## src/rtl/cap_buffer_ctrl.sv

```systemverilog
// Capture buffer controller: circular packet buffer in a single-port RAM,
// filled by the capture engine and drained to a host reader once per session.
module cap_buffer_ctrl #(
  parameter int ADDR_WIDTH   = 10,
  parameter int PACKET_WIDTH = 32,
  parameter int FULL_MARGIN  = 2
) (
  input  logic                    clk,
  input  logic                    reset,
  input  logic                    start,
  input  logic                    abort,
  input  logic                    cap_idle,
  input  logic                    wr_en,
  input  logic [PACKET_WIDTH-1:0] wr_data,
  output logic                    page_full,
  input  logic                    rd_req,
  output logic                    rd_valid,
  output logic [PACKET_WIDTH-1:0] rd_data,
  output logic                    mem_en,
  output logic                    mem_we,
  output logic [ADDR_WIDTH-1:0]   mem_addr,
  output logic [PACKET_WIDTH-1:0] mem_wdata,
  input  logic [PACKET_WIDTH-1:0] mem_rdata,
  output logic [ADDR_WIDTH:0]     count,
  output logic                    overflow,
  output logic                    busy,
  output logic                    done
);

  localparam int DEPTH = 2 ** ADDR_WIDTH;
  localparam logic [ADDR_WIDTH:0]   COUNT_FULL = (ADDR_WIDTH + 1)'(DEPTH);
  localparam logic [ADDR_WIDTH:0]   FULL_LEVEL = (ADDR_WIDTH + 1)'(DEPTH - FULL_MARGIN);
  localparam logic [ADDR_WIDTH:0]   COUNT_ONE  = (ADDR_WIDTH + 1)'(1);
  localparam logic [ADDR_WIDTH-1:0] PTR_ONE    = ADDR_WIDTH'(1);

  typedef enum logic [1:0] {
    IDLE,
    CAPTURE,
    READOUT
  } state_t;

  state_t state;
  state_t state_next;

  logic [ADDR_WIDTH-1:0] wr_ptr;
  logic [ADDR_WIDTH-1:0] rd_ptr;
  logic [ADDR_WIDTH:0]   count_next;
  logic                  in_flight;
  logic                  idle_armed;
  logic                  do_write;
  logic                  drop_write;
  logic                  do_read;
  logic                  session_start;
  logic                  readout_end;

  // A write always owns the RAM port; reads only issue on write-free cycles.
  always_comb begin
    do_write   = 1'b0;
    drop_write = 1'b0;
    do_read    = 1'b0;
    if (!abort) begin
      if (state == CAPTURE && wr_en) begin
        do_write   = (count != COUNT_FULL);
        drop_write = (count == COUNT_FULL);
      end
      if ((state == CAPTURE || state == READOUT) && rd_req && count != '0 &&
          !wr_en && !in_flight) begin
        do_read = 1'b1;
      end
    end
  end

  always_comb begin
    mem_en    = 1'b0;
    mem_we    = 1'b0;
    mem_addr  = '0;
    mem_wdata = '0;
    if (do_write) begin
      mem_en    = 1'b1;
      mem_we    = 1'b1;
      mem_addr  = wr_ptr;
      mem_wdata = wr_data;
    end else if (do_read) begin
      mem_en   = 1'b1;
      mem_addr = rd_ptr;
    end
  end

  // cap_idle only ends a capture once it has been seen low inside the session.
  always_comb begin
    state_next    = state;
    session_start = 1'b0;
    readout_end   = 1'b0;
    if (abort) begin
      state_next = IDLE;
    end else begin
      case (state)
        IDLE: begin
          if (start) begin
            state_next    = CAPTURE;
            session_start = 1'b1;
          end
        end
        CAPTURE: begin
          if (cap_idle && idle_armed) begin
            state_next = READOUT;
          end
        end
        READOUT: begin
          if (count == '0 && !in_flight) begin
            state_next  = IDLE;
            readout_end = 1'b1;
          end
        end
        default: state_next = IDLE;
      endcase
    end
  end

  always_comb begin
    count_next = count;
    if (abort || session_start) begin
      count_next = '0;
    end else if (do_write) begin
      count_next = count + COUNT_ONE;
    end else if (do_read) begin
      count_next = count - COUNT_ONE;
    end
  end

  always_ff @(posedge clk or posedge reset) begin
    if (reset) begin
      state      <= IDLE;
      idle_armed <= 1'b0;
      done       <= 1'b0;
      page_full  <= 1'b0;
      count      <= '0;
    end else begin
      state      <= state_next;
      done       <= readout_end;
      page_full  <= (count_next >= FULL_LEVEL) && (state_next == CAPTURE);
      count      <= count_next;
      if (session_start) begin
        idle_armed <= 1'b0;
      end else if (state == CAPTURE && !cap_idle) begin
        idle_armed <= 1'b1;
      end
    end
  end

  // Pointers wrap naturally at DEPTH; equal pointers with a full count means full.
  always_ff @(posedge clk or posedge reset) begin
    if (reset) begin
      wr_ptr   <= '0;
      rd_ptr   <= '0;
      overflow <= 1'b0;
    end else if (abort) begin
      wr_ptr <= '0;
      rd_ptr <= '0;
    end else if (session_start) begin
      wr_ptr   <= '0;
      rd_ptr   <= '0;
      overflow <= 1'b0;
    end else begin
      if (do_write) begin
        wr_ptr <= wr_ptr + PTR_ONE;
      end
      if (do_read) begin
        rd_ptr <= rd_ptr + PTR_ONE;
      end
      if (drop_write) begin
        overflow <= 1'b1;
      end
    end
  end

  always_ff @(posedge clk or posedge reset) begin
    if (reset) begin
      in_flight <= 1'b0;
      rd_valid  <= 1'b0;
      rd_data   <= '0;
    end else begin
      in_flight <= do_read;
      rd_valid  <= in_flight && !abort;
      if (in_flight) begin
        rd_data <= mem_rdata;
      end
    end
  end

  assign busy = (state != IDLE);

endmodule

```

## config.mk

```make
export PLATFORM = sky130hd
export DESIGN_NAME = cap_buffer_ctrl
export DESIGN_NICKNAME = d
export VERILOG_FILES = /design/src/rtl/cap_buffer_ctrl.sv
export SDC_FILE = /design/constraint.sdc
export NUM_CORES = 1
export LEC_CHECK = 0
export BUFFER_PORTS_ARGS = -buffer_cell sky130_fd_sc_hd__clkbuf_2
export CORE_ASPECT_RATIO = 1.75
export CORE_MARGIN = 2
export CORE_UTILIZATION = 43
export CTS_CLUSTER_SIZE = 24
export DETAILED_ROUTE_END_ITERATION = 16
export GPL_TIMING_DRIVEN = 0
export PLACE_DENSITY = 0.87
export SETUP_SLACK_MARGIN = 0.15
export SYNTH_ARGS = -nofsm -noshare
export SYNTH_HDL_FRONTEND = slang
export SYNTH_SLANG_ARGS = --single-unit
```

## constraint.sdc

```tcl
create_clock -name clk -period 2.6 [get_ports clk]
set_clock_uncertainty 0.05 [all_clocks]
set_input_delay 0.26 -clock clk [delete_from_list [all_inputs] [get_ports clk]]
set_output_delay 0.26 -clock clk [all_outputs]
set_load 0.01 [all_outputs]
```

# == Word-level counts from Yosys, hierarchy flattened ==
# Cells that the tools add are included.
# totals
ff_bits,71
in_bits,71
elab_cells,83
out_inout_bits,92
# op_classes
mux,36
bitwise,1
reduce_logical,25
eq_ne,5
n_lt_le_gt_ge,1
n_addsub,4
# ops
operator,count
10-bit two-way mux,8
11-bit two-way mux,3
32-bit two-way mux,1
"10-bit by 1-bit adder with 10-bit output, second input constant",2
1-bit two-way mux,19
"11-bit by 1-bit adder with 11-bit output, second input constant",1
"11-bit equality test, second input constant",1
"11-bit by 10-bit greater-or-equal comparator with 1-bit output, second input constant",1
11-bit logical NOT,1
"11-bit inequality test, second input constant",1
11-bit nonzero test,1
"11-bit by 1-bit subtractor with 11-bit output, second input constant",1
1-bit logical AND,10
2-bit two-way mux,4
2-bit one-hot mux with 3 select lines,1
2-bit nonzero test,3
3-bit nonzero test,2
"2-bit by 1-bit equality test with 1-bit output, second input constant",2
1-bit logical NOT,4
"2-bit equality test, second input constant",1
2-bit logical NOT,1
1-bit logical OR,2
2-bit AND reduction,1
1-bit NOT,1

# == Logic depth before layout (Yosys ltp) ==
# Gate-level depths: netlist of run 1.
# depth
ltp_word,13
ltp_mapped,9
ltp_nobuf,8

# == Worst setup path before layout of run 1 ==
# No wires, ideal clock.
# synth_timing
path_type,reg-to-reg
from,register count[0]
to,register page_full
setup_ns,0.092
t_arrival_ns,2.540
slack_ns,-0.082
n_path_buf,0
synth_period_minus_slack_ns,2.682
stages_incl_launch_ff,9
required_time_ns,2.458
path_cell_list,dfrtp_1 > inv_1 > ha_1 > or3b_2 > o31a_4 > a31oi_1 > mux2i_1 > or4b_1 > o31ai_2
# synth_via
elab_chain_len,11
elab_cells_between_ends,22
classes_between,add/sub: 2; order compare: 1; eq/ne: 2; mux: 10; reduce/logical: 7
# synth_rtl
element,line,rtl
start: declaration,24,"output logic [ADDR_WIDTH:0] count,"
start signal: assignment,142,count <= count_next;
"parallel branches: the longest is 7 deep, another holds 11-bit by 1-bit subtractor with 11-bit output",-,
11-bit two-way mux *,124,end else if (do_write) begin
11-bit two-way mux *,122,if (abort || session_start) begin
via count_next[5],47,logic [ADDR_WIDTH:0] count_next;
11-bit by 10-bit greater-or-equal comparator with 1-bit output *,141,page_full <= (count_next >= FULL_LEVEL) && (state_next == CAPTURE);
1-bit logical AND *,141,
end signal: assignment,141,
end: declaration,15,"output logic page_full,"
# Mark *: on every way through the listed nets, which the timed path passes.
# A chain may end at the register's enable or synchronous reset.

# == Worst setup path in the final report of run 1 ==
# layout_timing
from,register count[0]
to,output port mem_addr[0]
# layout_via
elab_chain_len,8
elab_cells_between_ends,11
classes_between,eq/ne: 1; mux: 6; reduce/logical: 4
# layout_rtl
element,line,rtl
11-bit nonzero test,66,if ((state == CAPTURE || state == READOUT) && rd_req && count != '0 &&
1-bit logical AND (2 in a row),66,
1-bit logical AND,67,!wr_en && !in_flight) begin
1-bit two-way mux,66,
1-bit two-way mux,61,if (!abort) begin
via do_read,52,logic do_read;
10-bit two-way mux,83,end else if (do_read) begin
10-bit two-way mux,78,if (do_write) begin
end: declaration,21,"output logic [ADDR_WIDTH-1:0] mem_addr,"
# The timed path passes the listed nets, and every way through them passes these cells.

==> results of run 1 <==
[layout by cell type (no fill, tap or decap), drive strengths merged, types with 3 or more instances in the layout]
cell      n
buf      35
ha        9
and4      4
nand3    12
nor2     34
nand4     8
a32oi     3
a21oi     8
clkinv    3
and2      3
nor3      9
xnor2     7
nand2    11
and3     38
xor2     15
mux2i     6
a22o     10
inv      11
mux2     32
o21ai     3
clkbuf  181
dfrtp    71
a31oi     6
[cell type report]
type	instances	area [sq um]
plain buffers	21	154
flip-flops and latches	71	1780
inverters	11	43.8
fillers	685	3120
clock inverters	4	45.0
multi-input cells	250	2080
well taps	117	146
repair buffers	183	997
clock buffers	12	246
[logic make-up after synthesis]
logic type / after synthesis / synth area share [%]
buf+inv: 32 / 4.08
flops: 71 / 47.1
mux: 38 / 11.1
xor+xnor: 22 / 5.11
compound gates: 38 / 7.70
fa+ha+maj: 9 / 2.99
simple gates: 143 / 21.9
[timing repair]
item / in CTS / in global routing
gates cloned: 1 / 0
hold buffers: 0 / 0
pin swaps: 15 / 19
setup buffers: 13 / 7
endpoints found under the setup margin: 50 / 59
gates resized for setup: 34 / 50
[routing by layer]
| layer | vias up | global-route usage (%) |
|---|---|---|
| met3 | 40 | 4.56 |
| met4 | 0 | 15.4 |
| met5 | - | 0 |
| met1 | 1784 | 23.8 |
| met2 | 158 | 42.6 |
| li1 | 1660 | - |
[worst max path at each step]
stage,to,slack [ps],cells after the start
floorplan,page_full$_DFF_PP0_,40,8
global placement,count[0]$_DFF_PP0_,-440,2
detailed placement,page_full$_DFF_PP0_,-230,8
CTS,mem_addr[1],-140,8
global route,page_full$_DFF_PP0_,-190,7
finish,mem_addr[0],-130,8
[through the flow]
| step | instance area [sq um] | util [%] | hold WS, ps | power (mW) |
|---|---|---|---|---|
| after global placement | 4750 | 55.1 | 434 | 1.49 |
| after CTS | 5290 | 61.4 | 87.2 | 2.73 |
| after global routing | 5500 | 63.8 | 103 | 2.83 |
| final | 5500 | 63.8 | 47.0 | 2.73 |
| after floorplan | 3790 | - | 362 | 1.36 |
| after detailed placement | 4750 | 55.1 | 444 | 1.51 |
[synth_stat cells, types with 6 or more instances]
| master | instances | area, sq um |
|---|---|---|
| mux2_2 | 32 | 360 |
| nand2_1 | 11 | 41.3 |
| nand3_1 | 11 | 55.1 |
| dfrtp_1 | 71 | 1780 |
| clkbuf_1 | 14 | 52.6 |
| mux2i_1 | 6 | 60.1 |
| ha_1 | 9 | 113 |
| nor3_1 | 9 | 45.0 |
| a21oi_1 | 8 | 40.0 |
| nor2_1 | 34 | 128 |
| a22o_1 | 10 | 87.6 |
| inv_1 | 11 | 41.3 |
| and3_1 | 37 | 231 |
| xnor2_1 | 7 | 61.3 |
| xor2_1 | 15 | 131 |
| nand4_1 | 8 | 50.1 |
| a31oi_1 | 6 | 37.5 |
[sequential cells by signal, indices dropped and copies added (netlist names)]
name and flops:
done 1, state 2, wr_ptr 10, page_full 1, idle_armed 1, overflow 1, in_flight 1, rd_valid 1
count 11, rd_ptr 10, rd_data 32
[power by group through the flow]
| stage | Clock, mW | Sequential, mW | Combinational, mW |
|---|---|---|---|
| after floorplan | 0 | 1.21 | 0.146 |
| after global placement | 0 | 1.20 | 0.298 |
| after detailed placement | 0 | 1.20 | 0.312 |
| after CTS | 1.23 | 1.18 | 0.325 |
| after global routing | 1.27 | 1.18 | 0.373 |
| final | 1.21 | 1.18 | 0.341 |
==> out/metrics.yaml, run 1 <==
core_area_sq_mm: 0.00861
end_kind: "output pin"
peakVddDrop_mv: 0.445
totalWireLength_um: 11400
cts_buffer_depth: 2
cpPeakStageDelay_ps: 410
vias: 3642
initial_core_util_pct: 43.8
p_per_area_mw_per_mm2: 497
drt.antenna.violating_nets: 0
grt_overflow: 0
switching_power_mw: 0.663
grt_pass1_vias: 3653
remaining_drc_errors: 0
r2r-start: "count[0]$_DFF_PP0_"
slew_headroom_pct: 41.7
critical_path_class: "flip-flop to output pin"
grt_max_degree: 72
synth-edff-count: 0
wl_met1_um: 3830
ys_types: 55
combinationalPowerShare_pct: 12.5
yosys_warnings: 0
hold_viol: 0
met3WireLength_um: 603
path_buf_inv: 3
critPathLaunchType: "flip-flop"
pwr-share-seq_pct: 43.2
cts_max_level: 3
top_layer: "met4"
yosysSeqAreaShare_pct: 47.1
slew_viol_final: 0
fin_crit_ps: 2730
cts_tree: "done"
dr.pass1.iters: 4
internal-power_mw: 2.07
dp_hpwl_um: 7970
cts_num_sinks: 71
ys.flop_type: "dfrtp_1"
clk_latency_ps: 340
rsz0062_at_grt: "yes"
syn_area_sq_mm: 0.00377
grt_pass1_wl_um: 17100
synth_nets: 433
regToRegSetupSlack_ps: -110
status: "finished, violations left"
routedWlPerCell_um: 17.0
vias_per_cell: 5.44
postSynthAreaPerCell_sq_um: 10.7
grt_use_total_pct: 23.7
tightest_slew_ps: 874
swShare_pct: 24.3
die_area_sq_mm: 0.00956
p_clk_share_pct: 44.3
max_cap_violations: 0
layout-drive-gt1-share_pct: 53.3
synth-seq-cells: 71
hold_class: "input pin to async pin"
clk_pin_slew_worst_paths_ps: 50
startpoint: "count[0]$_DFF_PP0_"
path_max_fanout: 5
r2r_cells: 8
crit_slowest_cell: "dfrtp_2"
area_delta_synth_final_pct: 45.7
fin_nets: 627
finalCritPeriodShare_pct: 105
gp_routability_congestion: 0.931
synthArstFlopShare_pct: 100
layout.cells.non_filler: 669
cts_buffers: 9
path_delay_family: "simple AND/OR/NAND/NOR gates"
dpl_worst_slack_ps: -231
path_cells: "inv_2, ha_4, or3b_4, o31a_4, and2_4, buf_8, a22o_1, clkbuf_2"
antenna_found_initial: 0
reg2reg_to: "page_full$_DFF_PP0_"
worstPathArrival_ps: 2420
dpl.cell_count: 632
std_cell_rows: 45
drt_iter0_markers: 214
syn_inst: 353
die_h_um: 128
cellLeakagePower_nw: 2.95
max_freq_ghz: 0.366
boundaryPins: 163
worst_ep_required_time_ps: 2290
cts_root_buffer: "clkbuf_16"
diodes: 0
wl_met2_um: 6400
failed_checks: "negative setup slack"
die_w_um: 74.8
finalSetupTns_ps: -1030
setup-violations-final: 12
portBuffers: 162
setup_ws_ps: -131
Note: power is estimated with default switching activity, not from simulation.
==> run 2, diff against run 1 <==
Settings changed: ABC_AREA set to 1, CORE_UTILIZATION 43 to 44, PLACE_DENSITY 0.87 to 0.88.
==> run 2 against run 1 <==
The flow now finishes without violations. Non-clock buffer count shrank 17. Total power grew 26%. Setup slack gained 330 ps. Worst hold slack gained 20 ps. Combinational power grew 110%. Sequential power grew 17%. Synthesized cell count grew 59%. Maximum frequency grew 14%. Sequential share of layout area grew 0.14 points. Global-route usage shrank 0.75 points. Highest routed layer unchanged.
==> out/metrics.yaml, run 2 <==
synth-simple-area-share_pct: 34.1  # +12 points
postSynthAreaPerCell_sq_um: 7.16  # -33%
synthArstFlopShare_pct: 100  # unchanged
grt_overflow: 0  # unchanged
synth.area.top_cells: "dfrtp_1, nand2_1, inv_1, nor2_1, nand3_1"
vias: 4252  # +17%
synth-edff-count: 0  # unchanged
rsz0062_at_grt: "yes"
synth_mux_area_share_pct: 0  # -11 points
syn_inst: 562  # +59%
die_w_um: 76.3  # +2.0%
place_area_sq_mm: 0.00498  # +4.9%
finalCritPeriodShare_pct: 92.3  # -13 points
area_delta_synth_final_pct: 35.7
clk_latency_ps: 340  # about the same
layout-drive-gt1-share_pct: 31.3  # -22 points
remaining_drc_errors: 0  # unchanged
setup-violations-final: 0  # -12
synth-seq-cells: 71  # unchanged
peakVddDrop_mv: 0.494  # +11%
die_h_um: 131  # +2.0%
hold_viol: 0  # unchanged
ys_types: 37  # -33%
end_kind: "output pin"
synth_top_family_by_area: "simple AND/OR/NAND/NOR gates"
boundaryPins: 163  # unchanged
initial_core_util_pct: 44.8  # +1.0 points
synth_area_leader_cell: "dfrtp_1"
grt_pass1_vias: 4059  # +11%
dp_hpwl_um: 8390  # +5.2%
nFillCells: 796  # +16%
path_max_fanout: 10  # +5
largest_reg_flops: 32  # unchanged
portBuffers: 161  # -0.62%
totalWireLength_um: 11500  # +0.77%
clk_pin_slew_worst_paths_ps: 60  # about the same
core_area_sq_mm: 0.00898  # +4.2%
max_cap_violations: 0  # unchanged
worst_ep_required_time_ps: 2290  # about the same
vias_per_cell: 4.90  # -9.9%
gp_routability_congestion: 0.962  # +3.4%
critPathLaunchType: "flip-flop"
r2r_cells: 13  # +5
slew_headroom_pct: 42.6  # +0.92 points
grt_use_total_pct: 23.0  # -0.75 points
regToRegSetupSlack_ps: 250  # +360 ps
synth_nets: 642  # +48%
fin_crit_ps: 2400  # -330 ps
cts_buffer_depth: 2  # unchanged
tightest_slew_ps: 861  # -13.9 ps
r2r-start: "count[0]$_DFF_PP0_"
die_area_sq_mm: 0.00996  # +4.1%
largestRegisters: "rd_data x32, count x11"
ys.flop_type: "dfrtp_1"
cts_max_level: 3  # unchanged
p_per_area_mw_per_mm2: 630  # +27%
mostFrequentLayoutCells: "nand2_1, clkbuf_2, inv_1"
drt.antenna.violating_nets: 0  # unchanged
cts_num_sinks: 71  # unchanged
hold-worst-slack_ps: 66.6  # +19.6 ps
yosys_warnings: 0  # unchanged
drt_iter0_markers: 356  # +66%
routedWlPerCell_um: 13.2  # -22%
grt_max_degree: 72  # unchanged
diodes: 0  # unchanged
cts_buffers: 9  # unchanged
postLayoutCoreUtil_pct: 60.8  # -3.0 points
mostFrequentLayoutCell: "nand2_1"
final_area_sq_mm: 0.00546  # -0.64%
syn_area_sq_mm: 0.00402  # +6.7%
fin_nets: 822  # +31%
yosysSeqAreaShare_pct: 44.2  # -3.0 points
synth_compound_area_share_pct: 7.25  # -0.45 points
slew_viol_final: 0  # unchanged
std_cell_rows: 46  # +2.2%
netlist_top_cells_count: "nand2_1, inv_1, dfrtp_1, nor2_1, nand3_1"
reg2reg_to: "page_full$_DFF_PP0_"
cts_tree: "done"
critical_path_class: "flip-flop to output pin"
regMostFlops: "rd_data"
holdBufCountCts: 0  # unchanged
max_freq_ghz: 0.417  # +14%
grt_pass1_wl_um: 18200  # +6.5%
status: "complete, no violations"
dr.pass1.iters: 6  # +2
cts_root_buffer: "clkbuf_16"
synth_fa_ha_area_share_pct: 2.80  # -0.19 points
cellLeakagePower_nw: 3.03  # +3.0%
hold_class: "input pin to async pin"
yosysMostFrequentCell: "nand2_1"
synthXorXnorAreaFrac_pct: 0.653  # -4.5 points
antenna_found_initial: 0  # unchanged
synth_top_area_share_pct: 44.2  # -3.0 points
worstPathArrival_ps: 2090  # -330 ps
-- run 2: cell types whose count changed after synthesis, moves of 23 or more --
| cell | change |
|---|---|
| inv_1 | +75 |
| and3_1 | -37 |
| o21ai_0 | +25 |
| nand3_1 | +23 |
| mux2_2 | -32 |
| nand2_1 | +158 |
| nor2_1 | +33 |
-- run 2: worst max-delay path, stage by stage (launching register included) --
cell and delay [ps]:
dfrtp_2 420, inv_2 100, ha_2 220, nand2_1 110, nor2_4 130, nand2_4 100
nand2_4 120, inv_2 50, buf_4 170, nand2_1 90, o21ai_1 90, clkbuf_2 140
-- run 2: logic make-up after synthesis --
group	Yosys count
AND/OR/NAND/NOR	316
buffers and inverters	110
flip-flops	71
AO/OA/AOI/OAI	53
adder cells (fa/ha/maj)	9
XOR/XNOR	3
-- run 2: through the flow --
| step | instances | TNS (ps) | setup slack (ps) | power (mW) |
|---|---|---|---|---|
| after detailed placement | 843 | 0 | 31.9 | 2.08 |
| after global placement | 843 | -28160 | -401 | 2.05 |
| after CTS | 863 | 0 | 134 | 3.45 |
| final | 867 | 0 | 200 | 3.44 |
| after global routing | 867 | 0 | 98.6 | 3.61 |
| after floorplan | 562 | 0 | 493 | 1.75 |
-- run 2: power breakdown --
group          internal [mW]  total (mW)  switching, mW
Clock                  0.871        1.36          0.488
Sequential              1.28        1.38          0.101
Combinational          0.285       0.702          0.417
-- run 2: timing repair --
| action | CTS | global route |
|---|---|---|
| setup buffers | 4 | 4 |
| endpoints found under the setup margin | 54 | 52 |
| pin swaps | 2 | 3 |
| resized for setup | 19 | 17 |
-- run 2: how the worst max path moves through the flow --
stage	endpoint	start	cells past startpoint	slack, ps
global route	mem_addr[1]	state[1]$_DFF_PP0_	9	100
global placement	count[3]$_DFF_PP0_	reset	2	-400
detailed placement	page_full$_DFF_PP0_	state[0]$_DFF_PP0_	10	30
floorplan	count[0]$_DFF_PP0_	reset	1	490
CTS	mem_addr[3]	state[0]$_DFF_PP0_	8	130
finish	mem_addr[3]	count[0]$_DFF_PP0_	11	200
-- run 2: area by class of cell --
class | count | area, sq um | share of cell area (%)
Buffer | 18 | 120 | 2.20
Clock buffer | 10 | 239 | 4.38
Clock inverter | 6 | 92.6 | 1.70
Inverter | 92 | 349 | 6.39
Multi-Input combinational cell | 381 | 1860 | 34.1
Sequential cell | 71 | 1780 | 32.6
Tap cell | 120 | 150 | 2.75
Timing Repair Buffer | 169 | 870 | 15.9
-- run 2: routing by layer --
metal,part of all wire (%),track usage [%]
met1,35,22.4
met2,53,43.4
met3,6.3,4.53
met4,5.5,16.3
met5,0,0
